## config.mk

```make
export PLATFORM = sky130hd
export DESIGN_NAME = sysid_verifier
export DESIGN_NICKNAME = d
export VERILOG_FILES = /design/src/rtl/sysid_pkg.sv /design/src/rtl/avmm_single_read.sv /design/src/rtl/sysid_verifier.sv
export SDC_FILE = /design/constraint.sdc
export NUM_CORES = 1
export LEC_CHECK = 0
export BUFFER_PORTS_ARGS = -buffer_cell sky130_fd_sc_hd__clkbuf_2
export CORE_ASPECT_RATIO = 0.8
export CORE_MARGIN = 4
export CORE_UTILIZATION = 55
export DETAILED_ROUTE_END_ITERATION = 7
export PLACE_DENSITY = 0.87
export SLEW_MARGIN = 0
export SYNTH_ARGS = -nofsm -noshare
export SYNTH_HDL_FRONTEND = slang
export SYNTH_SLANG_ARGS = --single-unit
```

## constraint.sdc

```tcl
create_clock -name clock -period 2.8 [get_ports clock]
set_input_delay 0 -clock clock [delete_from_list [all_inputs] [get_ports clock]]
set_output_delay 0 -clock clock [all_outputs]
set_load 0.02 [all_outputs]
```

## src/rtl/sysid_pkg.sv

```systemverilog
// sysid_pkg: sequencer states, sysid word addresses and default expected values
package sysid_pkg;
  typedef enum logic [2:0] {
    IDLE,
    RD_ID_REQ,
    RD_ID_LAT,
    RD_TS_REQ,
    RD_TS_LAT,
    COMPARE,
    PERIOD_WAIT
  } state_e;
  localparam logic SYSID_ADDR_ID = 1'b0;
  localparam logic SYSID_ADDR_TS = 1'b1;
  localparam logic [31:0] SYSID_DEFAULT_ID = 32'h0000_0000;
  localparam logic [31:0] SYSID_DEFAULT_TS = 32'd1430182636;
endpackage

```

## src/rtl/avmm_single_read.sv

```systemverilog
// avmm_single_read: one Avalon-MM read with waitrequest timeout and fixed read latency
module avmm_single_read #(
  parameter int READ_LATENCY   = 0,
  parameter int TIMEOUT_CYCLES = 255
) (
  input  logic clock,
  input  logic reset,
  input  logic req,
  input  logic lat,
  input  logic av_waitrequest,
  output logic av_read,
  output logic accept,
  output logic capture,
  output logic timed_out
);
  logic [15:0] wait_cnt_q, wait_cnt_d;
  logic [1:0]  lat_cnt_q, lat_cnt_d;
  always_comb begin
    av_read    = req;
    accept     = req & ~av_waitrequest;
    timed_out  = req & av_waitrequest & (wait_cnt_q == 16'(TIMEOUT_CYCLES - 1));
    capture    = (READ_LATENCY == 0) ? accept : lat & (lat_cnt_q == 2'(READ_LATENCY));
    wait_cnt_d = (req & av_waitrequest) ? wait_cnt_q + 16'd1 : '0;
    lat_cnt_d  = lat ? lat_cnt_q + 2'd1 : 2'd1;
  end
  always_ff @(posedge clock) begin
    if (reset) begin
      wait_cnt_q <= '0;
      lat_cnt_q  <= '0;
    end else begin
      wait_cnt_q <= wait_cnt_d;
      lat_cnt_q  <= lat_cnt_d;
    end
  end
endmodule

```

## src/rtl/sysid_verifier.sv

```systemverilog
// sysid_verifier: reads the sysid ID/timestamp words and publishes pass/fail/timeout status
module sysid_verifier
  import sysid_pkg::*;
#(
  parameter logic [31:0] EXPECTED_ID    = SYSID_DEFAULT_ID,
  parameter logic [31:0] EXPECTED_TS    = SYSID_DEFAULT_TS,
  parameter int          READ_LATENCY   = 0,
  parameter int          TIMEOUT_CYCLES = 255,
  parameter int          PERIOD_CYCLES  = 0
) (
  input  logic        clock,
  input  logic        reset,
  input  logic        start,
  output logic        av_address,
  output logic        av_read,
  input  logic        av_waitrequest,
  input  logic [31:0] av_readdata,
  output logic        busy,
  output logic        done,
  output logic        pass,
  output logic        fail,
  output logic        timeout,
  output logic [31:0] captured_id,
  output logic [31:0] captured_ts,
  output logic [15:0] check_count
);
  state_e      state_q, state_d;
  logic        to_q, to_d, pass_q, pass_d, fail_q, fail_d, tmo_q, tmo_d, done_q, done_d;
  logic [31:0] id_q, id_d, ts_q, ts_d, per_q, per_d;
  logic [15:0] cnt_q, cnt_d;
  logic        req, lat, is_ts, accept, capture, timed_out;
  avmm_single_read #(
    .READ_LATENCY  (READ_LATENCY),
    .TIMEOUT_CYCLES(TIMEOUT_CYCLES)
  ) u_read (
    .clock         (clock),
    .reset         (reset),
    .req           (req),
    .lat           (lat),
    .av_waitrequest(av_waitrequest),
    .av_read       (av_read),
    .accept        (accept),
    .capture       (capture),
    .timed_out     (timed_out)
  );
  always_comb begin
    req        = ~reset & (state_q inside {RD_ID_REQ, RD_TS_REQ});
    lat        = state_q inside {RD_ID_LAT, RD_TS_LAT};
    is_ts      = state_q inside {RD_TS_REQ, RD_TS_LAT};
    av_address = is_ts ? SYSID_ADDR_TS : SYSID_ADDR_ID;
    busy       = ~reset & ~(state_q inside {IDLE, PERIOD_WAIT});
    state_d    = state_q;
    to_d       = to_q;
    pass_d     = pass_q;
    fail_d     = fail_q;
    tmo_d      = tmo_q;
    done_d     = done_q;
    cnt_d      = cnt_q;
    per_d      = per_q;
    id_d       = (capture & ~is_ts) ? av_readdata : id_q;
    ts_d       = (capture & is_ts) ? av_readdata : ts_q;
    case (state_q)
      IDLE: state_d = start ? RD_ID_REQ : IDLE;
      RD_ID_REQ, RD_TS_REQ: begin
        to_d = timed_out;
        if (timed_out) state_d = COMPARE;
        else if (accept)
          state_d = (READ_LATENCY != 0) ? (is_ts ? RD_TS_LAT : RD_ID_LAT)
                                        : (is_ts ? COMPARE : RD_TS_REQ);
      end
      RD_ID_LAT: state_d = capture ? RD_TS_REQ : RD_ID_LAT;
      RD_TS_LAT: state_d = capture ? COMPARE : RD_TS_LAT;
      COMPARE: begin
        pass_d  = ~to_q & (id_q == EXPECTED_ID) & (ts_q == EXPECTED_TS);
        fail_d  = ~pass_d;
        tmo_d   = to_q;
        done_d  = 1'b1;
        cnt_d   = (&cnt_q) ? cnt_q : cnt_q + 16'd1;
        per_d   = 32'(PERIOD_CYCLES - 1);
        state_d = (PERIOD_CYCLES == 0) ? IDLE : PERIOD_WAIT;
      end
      PERIOD_WAIT: begin
        per_d   = per_q - 32'd1;
        state_d = (start || per_q == '0) ? RD_ID_REQ : PERIOD_WAIT;
      end
      default: state_d = IDLE;
    endcase
  end
  always_ff @(posedge clock) begin
    if (reset) begin
      state_q <= RD_ID_REQ;
      to_q    <= 1'b0;
      pass_q  <= 1'b0;
      fail_q  <= 1'b0;
      tmo_q   <= 1'b0;
      done_q  <= 1'b0;
      cnt_q   <= '0;
      per_q   <= '0;
      id_q    <= '0;
      ts_q    <= '0;
    end else begin
      state_q <= state_d;
      to_q    <= to_d;
      pass_q  <= pass_d;
      fail_q  <= fail_d;
      tmo_q   <= tmo_d;
      done_q  <= done_d;
      cnt_q   <= cnt_d;
      per_q   <= per_d;
      id_q    <= id_d;
      ts_q    <= ts_d;
    end
  end
  always_comb begin
    done        = done_q;
    pass        = pass_q;
    fail        = fail_q;
    timeout     = tmo_q;
    captured_id = id_q;
    captured_ts = ts_q;
    check_count = cnt_q;
  end
endmodule

```

==> metrics.txt <==
Crit path buffers/inverters=0; die outline width=124 um; max incr delay on CP=740 ps; CP delay by family, top=simple AND/OR/NAND/NOR gates; syn nets=725; TritonCTS clock tree=built; final hold violation count=0; Port Buffers=122; chip height=101 um; first-pass GRT wire length=29000 um; Synth Warn #=0; number of flops mapped to enable cells by yosys=0; Final Power=0.00467 W; vias in the first global route=5884; worst skew pair latency=420 ps; Net Sw Power=0.00122 W; register bit total from synthesis=136; # DRC=0; PnR worst setup slack=260 ps; status=complete, no violations; MaxCap Viol Count=0; clk buf depth=2; Setup crit start=per_q[13]; Register Area=2720 sq um; Ports=123; average cell area after synthesis=8.63 sq um; Post-Place Setup Slack=344 ps; P per Cell Area=621 nW/um^2; DR iter-0 viols=674; Max Freq=394 MHz; Reg2Reg Launch Point=per_q[13]; largest net degree at the start of global routing=78; Worst EP arrival=2790 ps; gr ovfl total=0; RD Place Congestion=0.930; routed len/inst=18.6 um; Unique masters post-synth=50; FP Rows=33; ant diodes=0; Seq pwr share=0.441; full die area=12500 sq um; DRT antenna net count=0; CTS HTree Levels=4; GRT Total Usage=0.294; final core utilization=0.726; most common cell after layout, fill and taps aside=dfxtp_1; post-synth top area share=0.461; ratio of cells with drive above 1 in the final layout=0.218; IR Drop Worst-Case VDD=488 uV; Critical-path top delay cell=or4_1; logic gate share of total power=0.115; Slew @ Worst Pin=802 ps; Synth Flop Type=dfxtp_1; Clock transition at path regs=50 ps; fillers=688; Final Cycle Share=0.907; RSZ-0062 raised after global routing=false; 1st-pass router iterations=6; top post-synthesis cells by area=dfxtp_1 (46%), nor2_1 (5.9%), nand2_1 (5.8%), mux2i_1 (5.6%), a21oi_1 (4.2%); asr flop ratio synth=0; initial antenna violation count=0; Final setup viols=0; nature of the critical path endpoint=flop; detailed placement HPWL=10700 um; CP cell instances=or4_4 > or4_1 > o31a_1 > o211ai_1 > a31oi_1; synthesis-to-finish area growth=27.5%; sw frac=0.262; DR vias/cell=6.14; Clk pwr share=0.443; Detailed Route WL=18200 um; most frequent cells in the layout=dfxtp_1 (136), clkbuf_2 (121), nor2_1 (93); Cells after Synth=684; required time of the worst setup path=3050 ps; hold path startpoint=reset; CP max FO=7; root buf cell=clkbuf_16; Hold WC Path Type=input port to flop; Nets=871; Synth Cell Area=5900 sq um; CP Launch Type=flop; Synth area leader=dfxtp_1; post-synthesis sequential area ratio=0.461; # resized after CTS=0; Multi-input gate area=3000 sq um; internal power=0.00345 W; core box area=10400 sq um; Period minus WS final=2540 ps; Slew Limit Fails=0; Clock Skews=9.77 ps; via count=6025; max_slew headroom=0.460; CTS Sinks=136; LEAKAGE=2.93 nW; starting density of the core=0.569; Setup TNS=0 ps; CTS Buf Count=17; kind of critical path=flop to flop
## synth_stat cells (all sizes together), types with 2 or more instances
library cell / n
nor2: 93
nand2: 91
nor3: 24
o31ai: 2
and3: 2
clkbuf: 30
o21ai: 13
nand2b: 3
a311oi: 9
nor4: 25
or2: 4
ha: 5
xor2: 17
nand3b: 3
o2111ai: 2
nand3: 13
nand4: 15
a31oi: 3
and4: 8
a21oi: 49
xnor2: 11
inv: 11
mux2i: 33
nor2b: 4
dfxtp: 136
or4: 15
or3: 7
a211oi: 17
buf: 10
and2: 2
mux2: 6
nor4b: 5
o211ai: 4
## through the flow
stage / hold WS (ps) / cells / cell area, sq um
2_1_floorplan: 136 / 684 / 5900
3_3_place_gp: 239 / 917 / 6650
3_5_place_dp: 245 / 917 / 6650
4_1_cts: 48.8 / 981 / 7520
5_1_grt: 77.2 / 981 / 7520
6_report: 65.9 / 981 / 7520
## area by class of cell
type,instances,share of cell area
Multi-Input combinational cell,497,0.399
Clock inverter,9,0.0103
Clock buffer,21,0.0612
Tap cell,140,0.0233
Sequential cell,136,0.362
Timing Repair Buffer,167,0.139
Inverter,11,0.00549
## sequential cells by signal (all words and copies together) (netlist names), 3 cells and up
| signal | count |
|---|---|
| captured_id | 32 |
| captured_ts | 32 |
| per_q | 32 |
| check_count | 16 |
| u_read.wait_cnt_q | 16 |
| state_q | 3 |
## worst paths after layout
check	to	slack, ps	cells after the start
worst min-delay path	captured_ts[19]	70	2
worst max register to register	state_q[1]	260	5
worst min register to register	timeout	460	2
worst max-delay path	state_q[1]	260	5
## power groups by stage
stage / clock, W / sequential, W / combinational (W)
2_1_floorplan: 0 / 0.00212 / 0.000287
3_3_place_gp: 0 / 0.00209 / 0.000455
3_5_place_dp: 0 / 0.00210 / 0.000469
4_1_cts: 0.00207 / 0.00205 / 0.000512
5_1_grt: 0.00217 / 0.00207 / 0.000579
6_report: 0.00207 / 0.00206 / 0.000539
## routing by layer
metal,wire length (um),vias up,global-route usage
li1,-,2730,-
met4,890,0,0.153
met2,8820,359,0.494
met5,0,-,0
met3,1610,89,0.0819
met1,6920,2847,0.342
## cell families (layout without fill, tap and decap cells)
| kind of cell | Yosys count | in the layout | synth area share |
|---|---|---|---|
| and+or+nand+nor | 320 | 320 | 0.275 |
| buffers and inverters | 51 | 208 | 0.0337 |
| muxes | 39 | 39 | 0.0674 |
| AOI/OAI and AO/OA | 105 | 105 | 0.110 |
| adders and majority gates | 5 | 5 | 0.0106 |
| DFF | 136 | 136 | 0.461 |
| xor gates and xnor gates | 28 | 28 | 0.0416 |
## what timing repair did
action	in CTS	in global routing
buffers inserted	0	0
endpoints found under the hold margin	66	0
hold buffers	34	0
Power figures use the tool's default switching activity.
